$ cat src/rtl/div_unit.sv
// Radix-2 restoring 32-bit divider for DIV/DIVU; res = {remainder, quotient}.
// Optional feature: define DIV_ZERO_FAST_EN to finish a zero-divisor request in one cycle.
module div_unit (
  input  logic        clk,
  input  logic        rst,
  input  logic        start,
  input  logic        cancel,
  input  logic        sign,
  input  logic [31:0] a,
  input  logic [31:0] b,
  output logic        busy,
  output logic        done,
  output logic [63:0] res,
  output logic        div_zero
);

  typedef enum logic [1:0] {S_IDLE, S_CALC, S_DONE} state_t;

  state_t      r_state;
  state_t      w_next;
  logic [5:0]  r_cnt;
  logic [31:0] r_rem;
  logic [31:0] r_quo;
  logic [31:0] r_dvs;
  logic        r_neg_q;
  logic        r_neg_r;
  logic [63:0] r_res;

  logic        w_accept;
  logic        w_last;
  logic [31:0] w_mag_a;
  logic [31:0] w_mag_b;
  logic [32:0] w_shift;
  logic [33:0] w_trial;
  logic [31:0] w_rem_next;
  logic [31:0] w_quo_next;
  logic [31:0] w_q_fix;
  logic [31:0] w_r_fix;

`ifdef DIV_ZERO_FAST_EN
  logic        r_div_zero;
  logic        w_b_zero;
  assign w_b_zero = (b == 32'd0);
`endif

  assign w_accept = (r_state == S_IDLE) && start && !cancel;
  assign w_last   = (r_cnt == 6'd31);
  assign w_mag_a  = (sign && a[31]) ? (~a + 32'd1) : a;
  assign w_mag_b  = (sign && b[31]) ? (~b + 32'd1) : b;

  // r_quo doubles as the dividend shifter: its MSB feeds the remainder while
  // quotient bits enter at the LSB.
  assign w_shift    = {r_rem, r_quo[31]};
  assign w_trial    = {1'b0, w_shift} - {2'b00, r_dvs};
  assign w_rem_next = w_trial[33] ? w_shift[31:0] : w_trial[31:0];
  assign w_quo_next = {r_quo[30:0], ~w_trial[33]};
  assign w_q_fix    = r_neg_q ? (~w_quo_next + 32'd1) : w_quo_next;
  assign w_r_fix    = r_neg_r ? (~w_rem_next + 32'd1) : w_rem_next;

  // NOTE: sequential state uses non-blocking assignments so every register
  // samples pre-edge values, independent of block ordering.
  always_ff @(posedge clk) begin
    if (rst) r_state <= S_IDLE;
    else     r_state <= w_next;
  end

  // NOTE: a default assignment first in every combinational block prevents
  // latch inference on paths that do not assign the signal.
  always_comb begin
    w_next = r_state;
    case (r_state)
      S_IDLE: begin
        if (w_accept) begin
`ifdef DIV_ZERO_FAST_EN
          w_next = w_b_zero ? S_DONE : S_CALC;
`else
          w_next = S_CALC;
`endif
        end
      end
      S_CALC: begin
        if (cancel)      w_next = S_IDLE;
        else if (w_last) w_next = S_DONE;
      end
      S_DONE:  w_next = S_IDLE;
      default: w_next = S_IDLE;
    endcase
  end

  always_comb begin
    busy = (r_state != S_IDLE);
    done = (r_state == S_DONE);
    res  = r_res;
`ifdef DIV_ZERO_FAST_EN
    div_zero = (r_state == S_DONE) && r_div_zero;
`else
    div_zero = 1'b0;
`endif
  end

  always_ff @(posedge clk) begin
    if (rst) begin
      r_cnt   <= 6'd0;
      r_rem   <= 32'd0;
      r_quo   <= 32'd0;
      r_dvs   <= 32'd0;
      r_neg_q <= 1'b0;
      r_neg_r <= 1'b0;
      r_res   <= 64'd0;
`ifdef DIV_ZERO_FAST_EN
      r_div_zero <= 1'b0;
`endif
    end else if (w_accept) begin
      r_cnt   <= 6'd0;
      r_rem   <= 32'd0;
      r_quo   <= w_mag_a;
      r_dvs   <= w_mag_b;
      r_neg_q <= sign && (a[31] ^ b[31]);
      r_neg_r <= sign && a[31];
`ifdef DIV_ZERO_FAST_EN
      r_div_zero <= w_b_zero;
      if (w_b_zero) r_res <= 64'd0;
`endif
    end else if (r_state == S_CALC && !cancel) begin
      r_rem <= w_rem_next;
      r_quo <= w_quo_next;
      r_cnt <= r_cnt + 6'd1;
      // Sign correction lands in r_res together with the last quotient bit.
      if (w_last) r_res <= {w_r_fix, w_q_fix};
    end
  end

endmodule

$ cat config.mk
export PLATFORM = sky130hd
export DESIGN_NAME = div_unit
export DESIGN_NICKNAME = d
export VERILOG_FILES = /design/src/rtl/div_unit.sv
export SDC_FILE = /design/constraint.sdc
export NUM_CORES = 1
export LEC_CHECK = 0
export BUFFER_PORTS_ARGS = -buffer_cell sky130_fd_sc_hd__buf_2
export CORE_UTILIZATION = 41
export CTS_CLUSTER_SIZE = 28
export DETAILED_ROUTE_END_ITERATION = 8
export MAX_ROUTING_LAYER = met4
export PLACE_DENSITY = 0.7
export SETUP_SLACK_MARGIN = 0.4
export SLEW_MARGIN = 20
export SYNTH_ARGS = -nofsm -noshare
export SYNTH_HDL_FRONTEND = slang
export SYNTH_SLANG_ARGS = --single-unit
$ cat constraint.sdc
create_clock -name clk -period 5.4 [get_ports clk]
set_input_delay 1.62 -clock clk [delete_from_list [all_inputs] [get_ports clk]]
set_output_delay 1.62 -clock clk [all_outputs]
set_load 0.03 [all_outputs]
; ---- Word-level counts from Yosys, hierarchy flattened
; Index checks and enable logic that the tools add are counted.
[word_totals]
word_cells = 50
register_bits = 170
input_bits = 69
output_inout_bits = 67
[op_classes]
addsub = 6
n_mux = 11
bitwise_logic = 7
n_eq_ne = 5
n_reduce_logical = 13
[op_table]
columns = cell, count
row1 = $mux W32, 7
row2 = $add A32 B1 Y32 const B, 4
row3 = $not A32 Y32, 4
row4 = $sub A33 B32 Y34, 1
row5 = $add A6 B1 Y6 const B, 1
row6 = $eq A6 B5 Y1 const B, 1
row7 = $logic_and A1 B1 Y1, 6
row8 = $mux W2, 3
row9 = $pmux W2 S2, 1
row10 = $reduce_bool A2 Y1, 2
row11 = $ne A3 B3 Y1 const B, 1
row12 = $reduce_and A3 Y1, 1
row13 = $eq A2 B1 Y1 const B, 1
row14 = $eq A2 B2 Y1 const B, 1
row15 = $logic_not A2 Y1, 1
row16 = $ne A2 B2 Y1 const B, 1
row17 = $not A1 Y1, 2
row18 = $reduce_and A2 Y1, 1
row19 = $reduce_or A2 Y1, 1
row20 = $logic_not A1 Y1, 1
row21 = $xor A1 B1 Y1, 1

; ---- Logic depth before layout (Yosys ltp)
; Gate-level depths: netlist (run 1).
[depth]
depth_word = 5
mapped_depth = 23
ltp_nobuf = 19

; ---- Least setup slack after synthesis (run 1)
; OpenSTA, ideal clock, no wires.
[synth_timing]
kind = register -> register
start = register r_dvs[9]
end = register r_res[26], in the netlist res[26]
n_path_buf = 4
setup_ns = 0.086
arrival_time_ns = 4.847
stages_incl_launch_ff = 22
required_time_ns = 5.314
period_less_slack_ns = 4.933
setup_slack_ns = 0.467
cell_sequence = dfxtp_1 inv_1 ha_1 buf_2 and4_1 and2_1 a22oi_1 a2111o_2 nand2_2 inv_2 buf_6 clkbuf_1 buf_1 ha_1 nand2_1 or3_1 or4_1 or4_4 or4_4 o21ai_1 xor2_1 a211oi_1
[synth_between]
elab_chain_cells = 5
[synth_lines]
columns = item, line
row1 = "start, declared", 24  ; logic [31:0] r_dvs;
row2 = "start signal, assigned", 117  ; r_dvs <= w_mag_b;
row3 = $sub A33 B32 Y34, 54  ; assign w_trial = {1'b0, w_shift} - {2'b00, r_dvs};
row4 = $not A1 Y1, 56  ; assign w_quo_next = {r_quo[30:0], ~w_trial[33]};
row5 = $not A32 Y32, 57  ; assign w_q_fix = r_neg_q ? (~w_quo_next + 32'd1) : w_quo_next;
row6 = $add A32 B1 Y32, 57
row7 = $mux W32, 57
row8 = "end signal, assigned", 129  ; if (w_last) r_res <= {w_r_fix, w_q_fix};
row9 = "end, declared", 27  ; logic [63:0] r_res;
; Every way passes these cells.
; A chain may end at the register's enable or synchronous reset.

; ---- Worst setup path in the final report (run 1)
[layout_timing]
start = register r_rem[10]
end = register r_res[50], in the netlist res[50]
[layout_between]
elab_chain_cells = 5
[layout_lines]
columns = item, line
row1 = "start, declared", 22  ; logic [31:0] r_rem;
row2 = "start signal, assigned", 125  ; r_rem <= w_rem_next;
row3 = $sub A33 B32 Y34, 54
row4 = $mux W32 (*), 55  ; assign w_rem_next = w_trial[33] ? w_shift[31:0] : w_trial[31:0];
row5 = $not A32 Y32, 58  ; assign w_r_fix = r_neg_r ? (~w_rem_next + 32'd1) : w_rem_next;
row6 = $add A32 B1 Y32, 58
row7 = $mux W32 (*), 58
; Every way passes the cells marked *; elsewhere a longest branch is shown, timed or not.

==> results of run 1 <==
[metrics by stage]
stage                     power (W)  cell area (sq um)  hold slack, ns  instances
final                       0.00376              13000           0.447       1967
after global routing        0.00394              13000           0.461       1967
after CTS                   0.00375              13000           0.452       1967
after detailed placement    0.00246              12400           0.442       1936
after global placement      0.00245              12400           0.440       1936
after floorplan             0.00216              11500           0.436       1512
[critical path, delay by kind of cell (launching register included)]
kind | cells | cell delay (ns)
flip-flops | 1 | 0.37
buffers and inverters | 1 | 0.19
AO/OA/AOI/OAI | 6 | 1.58
multiplexers | 2 | 0.51
AND/OR/NAND/NOR | 5 | 1.13
XOR/XNOR | 1 | 0.15
adder cells (fa/ha/maj) | 2 | 0.72
[metal layers]
layer / track usage, % / up-vias
li1: - / 5619
met1: 37.3 / 5298
met2: 34.5 / 382
met3: 3.54 / 35
met4: 6.15 / 0
met5: - / -
[flip-flops by register name, indices dropped and copies added (netlist names)]
signal   cells
res         64
r_neg_r      1
r_neg_q      1
r_cnt        6
r_dvs       32
r_state      2
r_rem       32
r_quo       32
[where the power goes]
group / total [W] / internal, W / switching (W)
combinational: 0.00111 / 0.000398 / 0.000714
sequential: 0.00135 / 0.00130 / 0.0000529
clock: 0.00130 / 0.000757 / 0.000545
total: 0.00376 / 0.00245 / 0.00131
[Yosys cell counts (4+ instances only)]
master and count:
o41ai_1 12, and2_1 7, a311oi_1 36, a22o_1 12, nor3b_1 4, o21ai_0 58
nor2b_1 6, nand2b_1 9, nor4_1 18, clkbuf_1 78, nand4_1 12, a221oi_1 5
a21o_1 12, nor3_1 21, or2_2 6, inv_1 53, mux2i_1 20, o211ai_1 7
and3_1 9, o31a_1 4, xor2_1 85, nand3_1 13, nor2_1 198, o21bai_1 4
o31ai_1 33, o21ai_1 12, buf_1 8, xnor2_1 49, a31oi_1 10, buf_2 9
or3_1 26, a211o_1 6, a21oi_1 97, ha_1 37, a211oi_1 94, nand2_1 188
dfxtp_1 170, or4_1 19, o21a_1 4
[logic make-up after synthesis]
logic type / count (synthesis) / share of synthesized area (%)
buffers and inverters: 153 / 5.33
AOI/OAI and AO/OA: 440 / 26.5
muxes: 20 / 1.75
adders and majority gates: 38 / 4.21
DFF: 170 / 29.7
xor gates and xnor gates: 134 / 10.2
and+or+nand+nor: 556 / 22.3
other: 1 / 0.0327
[layout make-up]
class                           count  area, sq um  share of cell area, %
Clock buffer                       19          453                   3.49
Clock inverter                     12          160                   1.23
Inverter                           54          203                   1.56
Multi-Input combinational cell   1189         7490                   57.7
Sequential cell                   170         3400                   26.2
Tap cell                          372          465                   3.58
Timing Repair Buffer              151          813                   6.26
[repair_timing]
item / in CTS / in global routing
hold buffers: 0 / 0
gates resized for setup: 0 / 5
endpoints found under the setup margin: 0 / 8
[worst min path at each step]
stage / end / slack, ns / depth (start not counted)
after floorplan: r_dvs[31]$_SDFFE_PP0P_ / 0.44 / 2
after global placement: res[44]$_SDFFE_PP0P_ / 0.44 / 2
after detailed placement: res[41]$_SDFFE_PP0P_ / 0.44 / 2
after CTS: res[41]$_SDFFE_PP0P_ / 0.45 / 2
after global routing: res[37]$_SDFFE_PP0P_ / 0.46 / 2
final: res[37]$_SDFFE_PP0P_ / 0.45 / 2
==> impl_metrics.env, run 1 <==
export IMPL_status="complete, no violations"
export IMPL_finalCriticalPeriod_ns=4.74
export IMPL_ant_nets=0
export IMPL_finalSetupViolations=0
export IMPL_start_util_pct=42.2
export IMPL_max_cap_violations=0
export IMPL_clock_fmax_ghz=0.211
export IMPL_wl_met1_um=17500
export IMPL_mostFrequentLayoutCell="nor2_1"
export IMPL_power_leakage_nw=5.01
export IMPL_relSlewSlack_pct=33.1
export IMPL_vdd_drop_max_mv=0.229
export IMPL_clk_pin_slew_ns=0.07
export IMPL_routed_wl_met3_um=2250
export IMPL_required_ns=5.74
export IMPL_cpMaxStageDelayCell="a2111o_2"
export IMPL_dieArea_sq_um=28700
export IMPL_placementRows=60
export IMPL_cpPeakStageDelay_ns=0.54
export IMPL_reg2reg_to="res[50]$_SDFFE_PP0P_"
export IMPL_cts_sinks=170
export IMPL_critical_path_cell_chain="ha_1 > and4_1 > and2_1 > a22oi_1 > a2111o_2 > nand2_2 > buf_4 > mux2i_1 > ha_1 > nand2_1 > nor4_2 > mux2i_1 > o21ai_0 > o31a_1 > o21ai_1 > xor2_1 > a211oi_1"
export IMPL_synthesis_nets=1619
export IMPL_post_place_ws_ns=0.595
export IMPL_power_density_nw_per_um2=290
export IMPL_insertion_delay_ns=0.44
export IMPL_io_pins=136
export IMPL_die_width_um=169
export IMPL_first_pass_iters=5
export IMPL_grt_pass1_vias=10200
export IMPL_top_layer="met4"
export IMPL_cts_root_buffer="clkbuf_16"
export IMPL_drc=0
export IMPL_synth_flop_cell="dfxtp_1"
export IMPL_fin_ws_ns=0.656
export IMPL_cts_setup_buffers=0
export IMPL_io_buffers=134
export IMPL_fin_util_pct=47.8
export IMPL_drive_gt1_share_pct=13.5
export IMPL_grt_ovfl_total=0
export IMPL_insertedDiodeCount=0
export IMPL_synth_top_area_cell="dfxtp_1"
export IMPL_via_per_inst=5.76
export IMPL_routed_wl_um=34500
export IMPL_nets=1690
export IMPL_seq_area_frac_synth_pct=29.7
export IMPL_grt_max_degree=89
export IMPL_grt_use_total_pct=24.9
export IMPL_worst_r2r_setup_slack_ns=0.66
export IMPL_ys_ff_latch=170
export IMPL_synth_async_reset_ratio_pct=0
export IMPL_period_share_pct=87.9
export IMPL_gp_congestion=0.965
export IMPL_grt_pass1_wl_um=55600
export IMPL_synth_enable_flop_cells=0
export IMPL_final_cell_mix="nor2_1, nand2_1, dfxtp_1"
export IMPL_worst_clock_skew_ns=0.0152
export IMPL_core_area_sq_um=27200
export IMPL_synth_avg_cell_area_sq_um=7.59
export IMPL_yosys_area_top_type_share_pct=29.7
export IMPL_end_kind="flip-flop"
export IMPL_grt_antenna_before_repair=0
export IMPL_ys_types=79
export IMPL_grt_setup_unrepaired="true"
export IMPL_cp_start_kind="flip-flop"
export IMPL_fillCellCount=2747
export IMPL_dr_wl_met2_um=14200
export IMPL_arrival_ns=5.09
export IMPL_cts_buffer_depth=2
export IMPL_hold_start="res[37]$_SDFFE_PP0P_"
export IMPL_wire_per_inst_um=17.5
export IMPL_setup_tns_ns=0
export IMPL_rr_startpoint="r_rem[10]$_SDFFE_PP0P_"
export IMPL_die_h_um=169
export IMPL_crit_type="reg2reg"
export IMPL_synth_area_sq_um=11500
export IMPL_cts_tree="built"
export IMPL_dp_hpwl_um=26500
export IMPL_r2r_cells=17
export IMPL_finalHoldViolCount=0
export IMPL_tightest_slew_ns=1.00
export IMPL_synth_warnings=0
export IMPL_routed_via_count=11300
export IMPL_yosys_top_cells_area="dfxtp_1, xor2_1, nor2_1, a211oi_1, nand2_1"
export IMPL_drv_slew=0
export IMPL_syn_inst=1512
export IMPL_syn2layout_area_growth_pct=13.2
export IMPL_drt_iter0_drc=1024
export IMPL_critPathMaxFanout=10
export IMPL_worstHoldPathType="reg2reg"
export IMPL_htreeDepth=4
export IMPL_crit_path_start="r_rem[10]$_SDFFE_PP0P_"
export IMPL_numCtsBuffers=17
export IMPL_endpoint="res[50]$_SDFFE_PP0P_"
(Power assumes the default switching activity.)
==> run 2, diff against run 1 <==
Settings changed: CTS_BUF_LIST from default to sky130_fd_sc_hd__clkbuf_16.
==> impl_metrics.env, run 2 (synthesized netlist as in run 1, its figures left out) <==
export IMPL_status="complete, no violations"
export IMPL_end_kind="flip-flop"
export IMPL_dp_hpwl_um=26500
export IMPL_cpPeakStageDelay_ns=0.53
export IMPL_drive_gt1_share_pct=13.4
export IMPL_relSlewSlack_pct=34.1
export IMPL_power_density_nw_per_um2=288
export IMPL_largest_register_ffs=64
export IMPL_drc=0
export IMPL_critical_path_cell_chain="ha_1 > and4_1 > and2_1 > a22oi_1 > a2111o_2 > nand2_2 > buf_4 > mux2i_1 > ha_1 > nand2_1 > nor4_2 > mux2i_1 > o21ai_0 > o31a_1 > o21ai_1 > xor2_1 > a211oi_1"
export IMPL_stdcell_area_sq_um=13000
export IMPL_cp_start_kind="flip-flop"
export IMPL_critPathMaxFanout=10
export IMPL_io_buffers=134
export IMPL_power_frac_comb_pct=29.8
export IMPL_final_cell_mix="nor2_1, nand2_1, dfxtp_1"
export IMPL_nets=1690
export IMPL_worstHoldPathType="reg2reg"
export IMPL_grt_use_total_pct=24.9
export IMPL_path_buf_inv=1
export IMPL_insertedDiodeCount=0
export IMPL_dpl_cell_area_sq_um=12400
export IMPL_ant_nets=0
export IMPL_numCtsBuffers=17
export IMPL_routed_wl_um=34400
export IMPL_io_pins=136
export IMPL_grt_antenna_before_repair=0
export IMPL_grt_pass1_wl_um=55600
export IMPL_intPower_w=0.00242
export IMPL_switchingPower_w=0.00131
export IMPL_critical_path_top_delay_family="compound AO/OA/AOI/OAI gates"
export IMPL_seqPwrFrac_pct=36.1
export IMPL_clk_pin_slew_ns=0.07
export IMPL_cpMaxStageDelayCell="a2111o_2"
export IMPL_finalHoldViolCount=0
export IMPL_setup_tns_ns=0
export IMPL_placementRows=60
export IMPL_fillCellCount=2750
export IMPL_routed_via_count=11400
export IMPL_cts_setup_buffers=0
export IMPL_crit_type="reg2reg"
export IMPL_grt_setup_unrepaired="true"
export IMPL_mostFrequentLayoutCell="nor2_1"
export IMPL_die_width_um=169
export IMPL_grt_ovfl_total=0
export IMPL_first_pass_iters=5
export IMPL_drv_slew=0
export IMPL_cts_sinks=170
export IMPL_vdd_drop_max_mv=0.228
export IMPL_dieArea_sq_um=28700
export IMPL_finalCriticalPeriod_ns=4.74
export IMPL_cts_tree="built"
export IMPL_finalSetupViolations=0
export IMPL_die_h_um=169
export IMPL_grt_max_degree=89
export IMPL_start_util_pct=42.2
export IMPL_cts_root_buffer="clkbuf_16"
export IMPL_htreeDepth=4
export IMPL_required_ns=5.74
export IMPL_clock_fmax_ghz=0.211
export IMPL_max_cap_violations=0
export IMPL_via_per_inst=5.77
export IMPL_power_leakage_nw=4.99
export IMPL_cts_buffer_depth=2
export IMPL_insertion_delay_ns=0.44
export IMPL_gp_congestion=0.965
export IMPL_wire_per_inst_um=17.5
export IMPL_syn2layout_area_growth_pct=13.0
export IMPL_clockPowerShare_pct=34.1
export IMPL_worst_clock_skew_ns=0.0149
export IMPL_tightest_slew_ns=0.988
export IMPL_grt_pass1_vias=10200
export IMPL_drt_iter0_drc=1014
export IMPL_switching_share_pct=35.1
export IMPL_period_share_pct=87.8
export IMPL_arrival_ns=5.08
export IMPL_core_area_sq_um=27200
[run 2: changes by cell type in the layout (fill, tap and decap cells not counted)]
| cell | before | now |
|---|---|---|
| clkbuf_8 | 2 | 0 |
| clkinv_1 | 0 | 2 |
[run 2: power by group through the flow]
stage / clock, W / combinational (W) / sequential, W
2_1_floorplan: 0 / 0.000808 / 0.00135
3_3_place_gp: 0 / 0.00107 / 0.00137
3_5_place_dp: 0 / 0.00108 / 0.00138
4_1_cts: 0.00128 / 0.00109 / 0.00135
5_1_grt: 0.00134 / 0.00122 / 0.00136
6_report: 0.00127 / 0.00111 / 0.00135
[run 2: cell type report]
class | instances | area [sq um] | share of cell area, %
Timing Repair Buffer | 151 | 813 | 6.27
Inverter | 54 | 203 | 1.56
Clock buffer | 17 | 425 | 3.28
Multi-Input combinational cell | 1189 | 7490 | 57.7
Tap cell | 372 | 465 | 3.59
Sequential cell | 170 | 3400 | 26.3
Clock inverter | 14 | 168 | 1.29
[run 2: what timing repair did]
item                                   CTS  global route
endpoints found under the hold margin    0             0
setup endpoints to repair                0             8
gates resized for setup                  0             5
hold buffers                             0             0
[run 2: per-layer routing]
| metal | up-vias | GRT usage [%] | wire, um |
|---|---|---|---|
| met5 | - | - | 0 |
| met3 | 37 | 3.54 | 2230 |
| met4 | 0 | 6.15 | 520 |
| met1 | 5313 | 37.3 | 17600 |
| met2 | 377 | 34.5 | 14100 |
| li1 | 5623 | - | - |
[run 2: path summary, 6_finish.rpt]
| kind | slack, ns | start | end | cells past startpoint |
|---|---|---|---|---|
| worst max-delay path | 0.66 | r_rem[10]$_SDFFE_PP0P_ | res[50]$_SDFFE_PP0P_ | 17 |
| worst min-delay path | 0.45 | res[37]$_SDFFE_PP0P_ | res[37]$_SDFFE_PP0P_ | 2 |
| worst max register to register | 0.66 | r_rem[10]$_SDFFE_PP0P_ | res[50]$_SDFFE_PP0P_ | 17 |
| worst min register to register | 0.45 | res[37]$_SDFFE_PP0P_ | res[37]$_SDFFE_PP0P_ | 2 |
[run 2: tightest hold or removal path, delay by kind of cell, from the launching register on]
| kind | cells | cell delay [ns] |
|---|---|---|
| AO/OA/AOI/OAI | 1 | 0.05 |
| flip-flops | 1 | 0.31 |
| AND/OR/NAND/NOR | 1 | 0.05 |
[run 2: through the flow]
step | hold slack (ns) | setup WS (ns) | total power, W | std cells | utilization, %
3_3_place_gp | 0.440 | 0.724 | 0.00245 | 1936 | 45.5
4_1_cts | 0.452 | 0.542 | 0.00372 | 1967 | 47.7
3_5_place_dp | 0.442 | 0.595 | 0.00246 | 1936 | 45.5
6_report | 0.447 | 0.659 | 0.00373 | 1967 | 47.7
5_1_grt | 0.461 | 0.357 | 0.00391 | 1967 | 47.7
2_1_floorplan | 0.436 | 0.467 | 0.00216 | 1512 | -
==> run 3, diff against run 2 <==
--- a/config.mk
+++ b/config.mk
@@ -6,4 +6,5 @@
 export NUM_CORES = 1
 export LEC_CHECK = 0
+export ABC_AREA = 1
 export BUFFER_PORTS_ARGS = -buffer_cell sky130_fd_sc_hd__buf_2
 export CORE_UTILIZATION = 41
@@ -12,5 +13,5 @@
 export DETAILED_ROUTE_END_ITERATION = 8
 export MAX_ROUTING_LAYER = met4
-export PLACE_DENSITY = 0.7
+export PLACE_DENSITY = 0.69
 export SETUP_SLACK_MARGIN = 0.4
 export SLEW_MARGIN = 20
==> constraint.sdc (replaced) <==
create_clock -name clk -period 5.4 [get_ports clk]
set_input_delay 0.54 -clock clk [delete_from_list [all_inputs] [get_ports clk]]
set_output_delay 0.54 -clock clk [all_outputs]
set_load 0.03 [all_outputs]
==> impl_metrics.env, run 3 <==
export IMPL_worstHoldPathType="in2reg"
export IMPL_power_density_nw_per_um2=273
export IMPL_cts_root_buffer="clkbuf_16"
export IMPL_dpl_cell_area_sq_um=13600
export IMPL_drv_slew=0
export IMPL_period_share_pct=83.0
export IMPL_cp_start_kind="flip-flop"
export IMPL_relSlewSlack_pct=22.2
export IMPL_finalHoldViolCount=0
export IMPL_seq_area_frac_synth_pct=26.8
export IMPL_insertion_delay_ns=0.45
export IMPL_cts_hold_buf=0
export IMPL_die_h_um=178
export IMPL_routed_via_count=13700
export IMPL_numCtsBuffers=17
export IMPL_synthesis_nets=2257
export IMPL_cts_tree="built"
export IMPL_post_synth_top_count_cell="nand2_1"
export IMPL_nets=2344
export IMPL_largest_register_ffs=64
export IMPL_core_area_sq_um=30500
export IMPL_die_width_um=178
export IMPL_grt_pass1_vias=12400
export IMPL_cts_setup_buffers=0
export IMPL_syn2layout_area_growth_pct=11.2
export IMPL_cts_sinks=170
export IMPL_rr_startpoint="r_dvs[8]$_SDFFE_PP0P_"
export IMPL_ctsResizeCount=0
export IMPL_arrival_ns=4.82
export IMPL_cts_buffer_depth=2
export IMPL_p_total_w=0.00386
export IMPL_synth_common_cells="nand2_1, inv_1, nor2_1"
export IMPL_cpMaxStageDelayCell="dfxtp_1"
export IMPL_gp_congestion=1.01
export IMPL_vdd_drop_max_mv=0.168
export IMPL_wire_per_inst_um=15.9
export IMPL_cpPeakStageDelay_ns=0.33
export IMPL_dp_hpwl_um=31900
export IMPL_insertedDiodeCount=0
export IMPL_placementRows=64
export IMPL_required_ns=5.74
export IMPL_synth_enable_flop_cells=0
export IMPL_r2r_cells=27
export IMPL_critPathMaxFanout=23
export IMPL_power_leakage_nw=7.46
export IMPL_status="complete, no violations"
export IMPL_worst_r2r_setup_slack_ns=0.92
export IMPL_hold_end="r_quo[31]$_SDFFE_PP0P_"
export IMPL_grt_use_total_pct=27.8
export IMPL_hold_start="a[31]"
export IMPL_crit_type="reg2reg"
export IMPL_syn_inst=2150
export IMPL_htreeDepth=4
export IMPL_io_buffers=134
export IMPL_synth_warnings=0
export IMPL_via_per_inst=5.18
export IMPL_drt_iter0_drc=1106
export IMPL_dieArea_sq_um=31700
export IMPL_synth_top_area_cell="dfxtp_1"
export IMPL_grt_setup_unrepaired="false"
export IMPL_clk_pin_slew_ns=0.07
export IMPL_synth_async_reset_ratio_pct=0
export IMPL_stdcell_area_sq_um=14100
export IMPL_hold_depth=3
export IMPL_io_pins=136
export IMPL_fillCellCount=3284
export IMPL_yosys_top_cells_area="dfxtp_1, nand2_1, inv_1, nor2_1, o21ai_0"
export IMPL_finalSetupViolations=0
export IMPL_ant_nets=0
export IMPL_synth_area_sq_um=12700
export IMPL_worst_clock_skew_ns=0.0123
export IMPL_grt_antenna_before_repair=0
export IMPL_hold_ws_ns=0.400
export IMPL_ys_ff_latch=170
export IMPL_synth_flop_cell="dfxtp_1"
export IMPL_finalCriticalPeriod_ns=4.48
export IMPL_drive_gt1_share_pct=10.4
export IMPL_synth_avg_cell_area_sq_um=5.91
export IMPL_max_cap_violations=0
export IMPL_tightest_slew_ns=1.17
export IMPL_grt_max_degree=74
export IMPL_crit_top_cell="nand2_1"
export IMPL_final_cell_mix="nand2_1, inv_1, nor2_1"
export IMPL_reg2reg_to="res[24]$_SDFFE_PP0P_"
export IMPL_grt_ovfl_total=0
export IMPL_mostFrequentLayoutCell="nand2_1"
export IMPL_clock_fmax_ghz=0.223
export IMPL_routed_wl_um=41900
export IMPL_ys_types=51
export IMPL_setup_tns_ns=0
export IMPL_start_util_pct=41.7
export IMPL_first_pass_iters=5
export IMPL_drc=0
export IMPL_grt_pass1_wl_um=66700
export IMPL_yosys_area_top_type_share_pct=26.8
export IMPL_end_kind="flip-flop"
## run 3: worst max-delay path, delay by kind of cell, from the launching register on
family                   cells  cell delay (ns)
adder cells (fa/ha/maj)      2             0.57
AO/OA/AOI/OAI                3             0.47
AND/OR/NAND/NOR             16             2.37
XOR/XNOR                     1             0.17
buffers and inverters        5             0.44
flip-flops                   1             0.33
## run 3: how the worst max path moves through the flow
stage                                      start                    to  slack [ns]  depth (start not counted)
after floorplan           r_dvs[23]$_SDFFE_PP0P_  res[26]$_SDFFE_PP0P_        1.87                         26
after global placement     r_dvs[8]$_SDFFE_PP0P_  res[28]$_SDFFE_PP0P_        1.11                         27
after detailed placement   r_dvs[8]$_SDFFE_PP0P_  res[24]$_SDFFE_PP0P_        1.04                         27
after CTS                  r_dvs[8]$_SDFFE_PP0P_  res[24]$_SDFFE_PP0P_        1.03                         27
after global routing       r_dvs[8]$_SDFFE_PP0P_  res[24]$_SDFFE_PP0P_        0.44                         27
final                      r_dvs[8]$_SDFFE_PP0P_  res[24]$_SDFFE_PP0P_        0.92                         27
## run 3: final cells by class
| cell class | instances | area, sq um | area share (%) |
|---|---|---|---|
| multi-input combinational | 1558 | 7690 | 54.4 |
| sequential | 170 | 3400 | 24.1 |
| inverter | 344 | 1290 | 9.14 |
| timing repair buffer | 146 | 761 | 5.38 |
| tap | 396 | 495 | 3.51 |
| clock buffer | 17 | 425 | 3.01 |
| clock inverter | 11 | 63.8 | 0.452 |
## run 3: cell families (layout without fill, tap and decap cells)
group	after synthesis	in the layout	share of synthesized area [%]
simple gates	1098	1098	36.2
buf+inv	422	518	12.8
compound gates	347	347	15.3
flops	170	170	26.8
xor+xnor	74	74	5.10
fa+ha+maj	38	38	3.80
other cells	1	1	0.0295
## run 3: metrics by stage
step                      cells  util [%]  setup slack (ns)
after global routing       2642      46.3             0.442
after global placement     2614      44.7              1.11
after floorplan            2150         -              1.87
after detailed placement   2614      44.7              1.04
final                      2642      46.3             0.919
after CTS                  2642      46.3              1.03
## run 3: layer usage
metal	share of wire (%)	routed length (um)	up-vias	GRT usage [%]
met4	3.3	1400	0	10.8
met3	6.4	2670	74	2.69
met5	0	0	-	-
met2	45	18900	487	43.9
met1	45	19000	6158	36.6
li1	-	-	6966	-
## run 3: report_power, final
group          total (W)  internal (W)  switching, W
registers        0.00134       0.00130     0.0000402
clock network    0.00111      0.000570      0.000538
logic            0.00141      0.000414      0.000998
